<file path="src/rtl/fp16_pkg.sv">
// Shared FP16 types and constants for the pipelined floating-point units.
// Tags pair a valid bit with the requester id that owns an in-flight operation.
package fp16_pkg;

    localparam int FP16_W          = 16;
    localparam int EXP_BIAS        = 15;
    localparam int DEFAULT_MUL_LAT = 4;

    typedef logic [FP16_W-1:0] fp16_t;
    typedef logic              req_id_t;

    typedef struct packed {
        logic    valid;
        req_id_t id;
    } tag_t;

endpackage

</file>
<file path="src/rtl/fp16_mult_arbiter_if.sv">
// Requester-side bus of the shared multiplier: two operand channels in, one
// tagged result pulse out. Requesters use master, the arbiter uses slave.
interface fp16_mult_arbiter_if;
    import fp16_pkg::*;

    logic [1:0] req_valid;
    logic [1:0] req_ready;
    fp16_t      req_a0;
    fp16_t      req_b0;
    fp16_t      req_a1;
    fp16_t      req_b1;
    logic [1:0] resp_valid;
    fp16_t      resp_data;

    modport master (
        output req_valid, req_a0, req_b0, req_a1, req_b1,
        input  req_ready, resp_valid, resp_data
    );

    modport slave (
        input  req_valid, req_a0, req_b0, req_a1, req_b1,
        output req_ready, resp_valid, resp_data
    );

endinterface

</file>
<file path="src/rtl/fp16_tag_pipe.sv">
// Fixed-depth {valid, id} shift register that shadows a pipelined FP unit so
// each result can be matched to the requester that issued it.
module fp16_tag_pipe
    import fp16_pkg::*;
#(
    parameter int DEPTH = DEFAULT_MUL_LAT
) (
    input  logic clock,
    input  logic rst_n,
    input  tag_t tag_in,
    output tag_t tag_out
);

    tag_t stages [DEPTH];

    always_ff @(posedge clock or negedge rst_n) begin
        if (!rst_n) begin
            for (int i = 0; i < DEPTH; i++) begin
                stages[i] <= '0;
            end
        end else begin
            stages[0] <= tag_in;
            for (int i = 1; i < DEPTH; i++) begin
                stages[i] <= stages[i-1];
            end
        end
    end

    assign tag_out = stages[DEPTH-1];

endmodule

</file>
<file path="src/rtl/fp16_mult_arbiter.sv">
// Round-robin front end that shares one pipelined FP16 multiplier between two
// requesters and routes each product back to its owner in issue order.
module fp16_mult_arbiter
    import fp16_pkg::*;
#(
    parameter int MUL_LAT = DEFAULT_MUL_LAT,
    parameter int CNT_W   = 4
) (
    input  logic                clock,
    input  logic                rst_n,
    fp16_mult_arbiter_if.slave  req_bus,
    input  logic                hold,
    output logic                mul_valid,
    output fp16_t               mul_a,
    output fp16_t               mul_b,
    input  fp16_t               mul_result,
    output fp16_t               last_result,
    output logic [CNT_W-1:0]    inflight_cnt
);

    logic       rr_last;
    logic [1:0] grant;
    logic [1:0] accept;
    req_id_t    accept_id;
    req_id_t    issue_id;
    fp16_t      sel_a;
    fp16_t      sel_b;
    tag_t       tag_in;
    tag_t       tag_out;

    // On contention the requester that did not win last time goes next.
    always_comb begin
        grant = 2'b00;
        case (req_bus.req_valid)
            2'b01:   grant = 2'b01;
            2'b10:   grant = 2'b10;
            2'b11:   grant = rr_last ? 2'b01 : 2'b10;
            default: grant = 2'b00;
        endcase
    end

    assign req_bus.req_ready = grant & {2{~hold}};
    assign accept            = req_bus.req_valid & req_bus.req_ready;
    assign accept_id         = accept[1];
    assign sel_a             = accept_id ? req_bus.req_a1 : req_bus.req_a0;
    assign sel_b             = accept_id ? req_bus.req_b1 : req_bus.req_b0;

    always_ff @(posedge clock or negedge rst_n) begin
        if (!rst_n) begin
            mul_valid <= 1'b0;
            mul_a     <= '0;
            mul_b     <= '0;
            issue_id  <= 1'b0;
            rr_last   <= 1'b1;
        end else begin
            mul_valid <= |accept;
            if (|accept) begin
                mul_a    <= sel_a;
                mul_b    <= sel_b;
                issue_id <= accept_id;
                rr_last  <= accept_id;
            end
        end
    end

    assign tag_in = '{valid: mul_valid, id: issue_id};

    fp16_tag_pipe #(
        .DEPTH (MUL_LAT)
    ) u_tag_pipe (
        .clock   (clock),
        .rst_n   (rst_n),
        .tag_in  (tag_in),
        .tag_out (tag_out)
    );

    // The tag leaving the pipe lines up with mul_result in the same cycle.
    always_ff @(posedge clock or negedge rst_n) begin
        if (!rst_n) begin
            req_bus.resp_valid <= 2'b00;
            req_bus.resp_data  <= '0;
            last_result        <= '0;
        end else begin
            req_bus.resp_valid <= tag_out.valid ? (tag_out.id ? 2'b10 : 2'b01) : 2'b00;
            if (tag_out.valid) begin
                req_bus.resp_data <= mul_result;
                last_result       <= mul_result;
            end
        end
    end

    // Decrement on the edge that raises resp_valid, so the count peaks at MUL_LAT+1.
    always_ff @(posedge clock or negedge rst_n) begin
        if (!rst_n) begin
            inflight_cnt <= '0;
        end else begin
            case ({|accept, tag_out.valid})
                2'b10:   inflight_cnt <= inflight_cnt + CNT_W'(1);
                2'b01:   inflight_cnt <= inflight_cnt - CNT_W'(1);
                default: inflight_cnt <= inflight_cnt;
            endcase
        end
    end

endmodule

</file>
<file path="src/flat_wrapper.sv">
// flat-port wrapper written by rule: the top's interface ports become plain ports
module fp16_mult_arbiter_flat import fp16_pkg::*;
#(
    parameter int MUL_LAT = DEFAULT_MUL_LAT,
    parameter int CNT_W   = 4
)
  (clock, rst_n, hold, mul_valid, mul_a, mul_b, mul_result, last_result, inflight_cnt, req_bus_req_valid, req_bus_req_a0, req_bus_req_b0, req_bus_req_a1, req_bus_req_b1, req_bus_req_ready, req_bus_resp_valid, req_bus_resp_data);
  fp16_mult_arbiter_if req_bus_i ();
  input  logic clock;
  input  logic rst_n;
  input  logic hold;
  output logic mul_valid;
  output fp16_t mul_a;
  output fp16_t mul_b;
  input  fp16_t mul_result;
  output fp16_t last_result;
  output logic [CNT_W-1:0] inflight_cnt;
  input wire logic [$bits(req_bus_i.req_valid)-1:0] req_bus_req_valid;
  input wire logic [$bits(req_bus_i.req_a0)-1:0] req_bus_req_a0;
  input wire logic [$bits(req_bus_i.req_b0)-1:0] req_bus_req_b0;
  input wire logic [$bits(req_bus_i.req_a1)-1:0] req_bus_req_a1;
  input wire logic [$bits(req_bus_i.req_b1)-1:0] req_bus_req_b1;
  output wire logic [$bits(req_bus_i.req_ready)-1:0] req_bus_req_ready;
  output wire logic [$bits(req_bus_i.resp_valid)-1:0] req_bus_resp_valid;
  output wire logic [$bits(req_bus_i.resp_data)-1:0] req_bus_resp_data;
  assign req_bus_i.req_valid = req_bus_req_valid;
  assign req_bus_i.req_a0 = req_bus_req_a0;
  assign req_bus_i.req_b0 = req_bus_req_b0;
  assign req_bus_i.req_a1 = req_bus_req_a1;
  assign req_bus_i.req_b1 = req_bus_req_b1;
  assign req_bus_req_ready = req_bus_i.req_ready;
  assign req_bus_resp_valid = req_bus_i.resp_valid;
  assign req_bus_resp_data = req_bus_i.resp_data;
  fp16_mult_arbiter #(.MUL_LAT(MUL_LAT), .CNT_W(CNT_W)) u_core (.clock(clock), .rst_n(rst_n), .req_bus(req_bus_i), .hold(hold), .mul_valid(mul_valid), .mul_a(mul_a), .mul_b(mul_b), .mul_result(mul_result), .last_result(last_result), .inflight_cnt(inflight_cnt));
endmodule
</file>
<file path="config.mk">
export PLATFORM = sky130hd
export DESIGN_NAME = fp16_mult_arbiter_flat
export DESIGN_NICKNAME = d
export VERILOG_FILES = /design/src/rtl/fp16_pkg.sv /design/src/rtl/fp16_mult_arbiter_if.sv /design/src/rtl/fp16_tag_pipe.sv /design/src/rtl/fp16_mult_arbiter.sv /design/src/flat_wrapper.sv
export SDC_FILE = /design/constraint.sdc
export NUM_CORES = 1
export LEC_CHECK = 0
export BUFFER_PORTS_ARGS = -buffer_cell sky130_fd_sc_hd__buf_4
export CORE_ASPECT_RATIO = 0.7
export CORE_MARGIN = 10
export CORE_UTILIZATION = 40
export DETAILED_ROUTE_END_ITERATION = 12
export GPL_TIMING_DRIVEN = 1
export PLACE_DENSITY = 0.73
export SYNTH_ARGS = -nofsm -noshare
export SYNTH_HDL_FRONTEND = slang
export SYNTH_SLANG_ARGS = --single-unit
</file>
<file path="constraint.sdc">
create_clock -name clock -period 1.8 [get_ports clock]
set_input_delay 0 -clock clock [delete_from_list [all_inputs] [get_ports clock]]
set_output_delay 0 -clock clock [all_outputs]
set_load 0.02 [all_outputs]
</file>
==> impl_metrics.xml <==
<?xml version="1.0" encoding="UTF-8"?>
<metrics>
  <group name="synthesis">
    <metric name="synth_simple_gate_area_share" unit="%">12.58</metric>
    <metric name="synth_cell_type_count" unit="">32</metric>
    <metric name="synthTopCellsByCount" unit="">sky130_fd_sc_hd__dfrtp_1, sky130_fd_sc_hd__nand3_1, sky130_fd_sc_hd__nor2_1</metric>
    <metric name="synth.yosys.seq_area_share" unit="%">54.19</metric>
    <metric name="yosys.area.top_type" unit="">sky130_fd_sc_hd__dfrtp_1</metric>
    <metric name="postSynthNetCount" unit="">379</metric>
    <metric name="synthArstFlopShare" unit="%">100.0</metric>
    <metric name="syn-cell-area" unit="mm^2">0.003004</metric>
    <metric name="post_synth_edffs" unit="">0</metric>
    <metric name="largest_family_of_logic_cells_by_synthesized_area" unit="">compound AO/OA/AOI/OAI gates</metric>
    <metric name="synthCells" unit="">290</metric>
    <metric name="post-synth-top-count-cell" unit="">sky130_fd_sc_hd__dfrtp_1</metric>
    <metric name="post_synth_mux_area_share" unit="%">6.706</metric>
    <metric name="yosysWarningCount" unit="">0</metric>
    <metric name="commonest_register_cell_after_synthesis" unit="">sky130_fd_sc_hd__dfrtp_1</metric>
    <metric name="ys_seq_elements" unit="">65</metric>
    <metric name="synth_xor_xnor_area_share" unit="%">0.5831</metric>
    <metric name="top_cells_by_area_in_the_synthesized_netlist" unit="">sky130_fd_sc_hd__dfrtp_1, sky130_fd_sc_hd__a31oi_1, sky130_fd_sc_hd__mux2_2, sky130_fd_sc_hd__nand3_1, sky130_fd_sc_hd__buf_4</metric>
    <metric name="synthesis.area_per_instance" unit="um^2">10.36</metric>
    <metric name="synth_top_area_share" unit="%">53.31</metric>
    <metric name="compound_gate_portion_of_the_synthesized_area" unit="%">14.29</metric>
    <metric name="synthAdderAreaFrac" unit="%">1.916</metric>
  </group>
  <group name="global_route">
    <metric name="grt_pass1_wl" unit="mm">18.03</metric>
    <metric name="grt_start_max_net_pins" unit="">66</metric>
    <metric name="gr-usage-all-layers" unit="%">19.93</metric>
    <metric name="antenna_found_initial" unit="">2</metric>
    <metric name="grt_overflow" unit="">0</metric>
    <metric name="via_count_of_the_first_global_routing_pass" unit="">3413</metric>
  </group>
  <group name="cts">
    <metric name="cts_num_sinks" unit="">65</metric>
    <metric name="ctsHtreeMaxLevel" unit="">3</metric>
    <metric name="tritoncts" unit="">done</metric>
    <metric name="clock_path_buffers" unit="">2</metric>
    <metric name="cts_buffers" unit="">9</metric>
    <metric name="cts-hold-fix-buffers" unit="">82</metric>
    <metric name="cts_root_buf" unit="">sky130_fd_sc_hd__clkbuf_8</metric>
    <metric name="cts_repair_resize_count" unit="">0</metric>
    <metric name="worstSkewPairLatency" unit="ps">340</metric>
    <metric name="clkTransAtPathRegs" unit="ps">70</metric>
    <metric name="post-cts-setup-buffer-count" unit="">0</metric>
  </group>
  <group name="worst_setup_path">
    <metric name="critPathArrivalTime" unit="ps">1940</metric>
    <metric name="r2r-end" unit="">u_core.inflight_cnt[3]</metric>
    <metric name="path_class" unit="">flop to flop</metric>
    <metric name="worst-path-max-fanout" unit="">9</metric>
    <metric name="required" unit="ps">2010</metric>
    <metric name="worstSetupEndpointType" unit="">flop</metric>
    <metric name="reg_to_reg_startpoint" unit="">u_core.u_tag_pipe.tag_out[1]</metric>
    <metric name="rr_worst_depth" unit="">5</metric>
    <metric name="setup.worst_path.start" unit="">u_core.u_tag_pipe.tag_out[1]</metric>
    <metric name="reg2reg_slack" unit="ps">80</metric>
    <metric name="critPathLaunchType" unit="">flop</metric>
    <metric name="setup.worst_path.end" unit="">u_core.inflight_cnt[3]</metric>
  </group>
  <group name="die">
    <metric name="width_of_the_chip" unit="um">123.6</metric>
    <metric name="starting_density" unit="%">41.23</metric>
    <metric name="die_h" unit="um">92.51</metric>
    <metric name="io-pin-count" unit="">158</metric>
    <metric name="std_cell_rows" unit="">26</metric>
    <metric name="fp.coreArea" unit="mm^2">0.007287</metric>
    <metric name="die_area" unit="mm^2">0.01143</metric>
  </group>
  <group name="sta">
    <metric name="finalSetupViolations" unit="">0</metric>
    <metric name="fin_crit" unit="ps">1724</metric>
    <metric name="final-max-slew-violation-count" unit="">0</metric>
    <metric name="grt_setup_unrepaired" unit="">false</metric>
    <metric name="worst_clock_skew" unit="ps">8.418</metric>
    <metric name="final_min_period_over_clock_period" unit="%">95.80</metric>
    <metric name="fin_hold_ws" unit="ps">52.95</metric>
    <metric name="hold_viol_final" unit="">0</metric>
    <metric name="clock.fmax" unit="GHz">0.5799</metric>
    <metric name="slew_headroom" unit="%">45.66</metric>
    <metric name="tightestPinTransition" unit="ps">815.1</metric>
    <metric name="setup-tns-final" unit="ps">0</metric>
  </group>
  <group name="routing">
    <metric name="detail_route.vias_per_cell" unit="">5.157</metric>
    <metric name="firstDrtPassIters" unit="">4</metric>
    <metric name="drtAntennaViolNets" unit="">0</metric>
    <metric name="avgRoutedWirePerCell" unit="um">18.65</metric>
    <metric name="detail_route.drc_violations" unit="">0</metric>
    <metric name="via_total_after_detailed_routing" unit="">3156</metric>
    <metric name="wirelength" unit="mm">11.42</metric>
    <metric name="drtIter0Drc" unit="">273</metric>
  </group>
  <group name="pwr">
    <metric name="pwrdens" unit="mW/mm^2">926.8</metric>
    <metric name="ir_drop" unit="mV">0.4594</metric>
    <metric name="power_leakage" unit="nW">2.328</metric>
    <metric name="post-layout-total-power" unit="mW">4.761</metric>
  </group>
  <group name="status">
    <metric name="status" unit="">complete, no violations</metric>
  </group>
  <group name="placed_design">
    <metric name="dpl.hpwl" unit="mm">6.967</metric>
    <metric name="port-buffer-count" unit="">157</metric>
    <metric name="place_congestion" unit="">0.7845</metric>
    <metric name="cell_total_after_placement" unit="">512</metric>
  </group>
  <group name="job">
    <metric name="maxCapViolCount" unit="">0</metric>
  </group>
  <group name="final_layout">
    <metric name="fin_nets" unit="">596</metric>
    <metric name="fillCellCount" unit="">489</metric>
    <metric name="count_of_placed_standard_cells_in_the_final_layout_fillers_left_out" unit="">612</metric>
    <metric name="drive_above_1_share" unit="%">39.06</metric>
    <metric name="syn2layout_area_growth" unit="%">71.01</metric>
  </group>
  <group name="hold_path">
    <metric name="hp_class" unit="">primary input to flop</metric>
  </group>
</metrics>
-- layer usage --
metal	GRT usage, %	routed length [um]
met1	23.13	4605
met2	29.40	4898
met3	11.04	1569
met4	9.188	341
met5	0	0
-- registers in the layout (all words and copies together) (netlist names), 2 cells and up --
signal                     count
u_core.u_tag_pipe.stages       6
u_core.mul_a                  16
u_core.inflight_cnt            4
u_core.req_bus.resp_valid      2
u_core.mul_b                  16
u_core.u_tag_pipe.tag_out      2
u_core.req_bus.resp_data      16
-- metrics by stage --
step	util (%)	area, um^2	worst slack [ps]
floorplan	-	3034	2.134
global placement	56.70	4131	86.65
CTS	70.43	5132	89.74
finish	70.50	5137	75.57
detailed placement	56.70	4131	19.51
global route	70.50	5137	28.39
-- cells in the final DEF, fill, tap and decap left out, types with 2 or more instances in the layout --
cell type,synthesis,layout
sky130_fd_sc_hd__dlygate4sd3_1,0,82
sky130_fd_sc_hd__clkinv_2,0,3
sky130_fd_sc_hd__nand2_1,3,3
sky130_fd_sc_hd__o21ai_1,10,10
sky130_fd_sc_hd__o21ai_0,24,24
sky130_fd_sc_hd__a21oi_1,3,3
sky130_fd_sc_hd__nand3_1,34,34
sky130_fd_sc_hd__clkbuf_1,6,3
sky130_fd_sc_hd__dfrtp_1,64,64
sky130_fd_sc_hd__a31oi_1,32,32
sky130_fd_sc_hd__diode_2,0,2
sky130_fd_sc_hd__and2_1,2,2
sky130_fd_sc_hd__nor3b_1,3,3
sky130_fd_sc_hd__mux2_2,17,17
sky130_fd_sc_hd__buf_4,17,163
sky130_fd_sc_hd__inv_1,7,7
sky130_fd_sc_hd__clkbuf_8,0,9
sky130_fd_sc_hd__nor2_1,33,33
sky130_fd_sc_hd__ha_4,0,2
-- worst max-delay path, stage by stage (launching register included) --
cell and delay, ps:
sky130_fd_sc_hd__dfrtp_1 410, sky130_fd_sc_hd__ha_4 210, sky130_fd_sc_hd__ha_4 240, sky130_fd_sc_hd__or4b_1 510
sky130_fd_sc_hd__o311ai_1 120, sky130_fd_sc_hd__o211ai_1 130
-- cell type report --
cell class	instances	area [um^2]	area share (%)
diodes	2	5.005	0.09742
clock buffers	12	135.1	2.630
clock inverters	4	45.04	0.8768
inverters	7	26.28	0.5114
multi-input cells	178	1111	21.63
flip-flops and latches	65	1628	31.69
well taps	98	122.6	2.387
repair buffers	246	2064	40.19
-- where the power goes --
part	internal, mW	total [mW]	leakage, nW	switching (mW)
logic	0.820	1.71	1.49	0.895
clock network	0.634	1.17	0.0941	0.536
registers	1.70	1.88	0.748	0.177
-- cell families after synthesis --
group | Yosys count
AO/OA/AOI/OAI | 74
XOR/XNOR | 2
adder cells (fa/ha/maj) | 4
buffers and inverters | 47
flip-flops | 65
multiplexers | 18
AND/OR/NAND/NOR | 80
-- how the worst min path moves through the flow --
stage	from	to	cells after the start
3_5_place_dp	rst_n	u_core.mul_a[4]	1
3_3_place_gp	rst_n	u_core.req_bus.resp_data[10]	1
6_report	hold	u_core.rr_last	4
2_1_floorplan	rst_n	u_core.inflight_cnt[0]	0
5_1_grt	req_bus_req_valid[1]	u_core.issue_id	3
4_1_cts	hold	u_core.rr_last	4
Power figures use the tool's default switching activity.
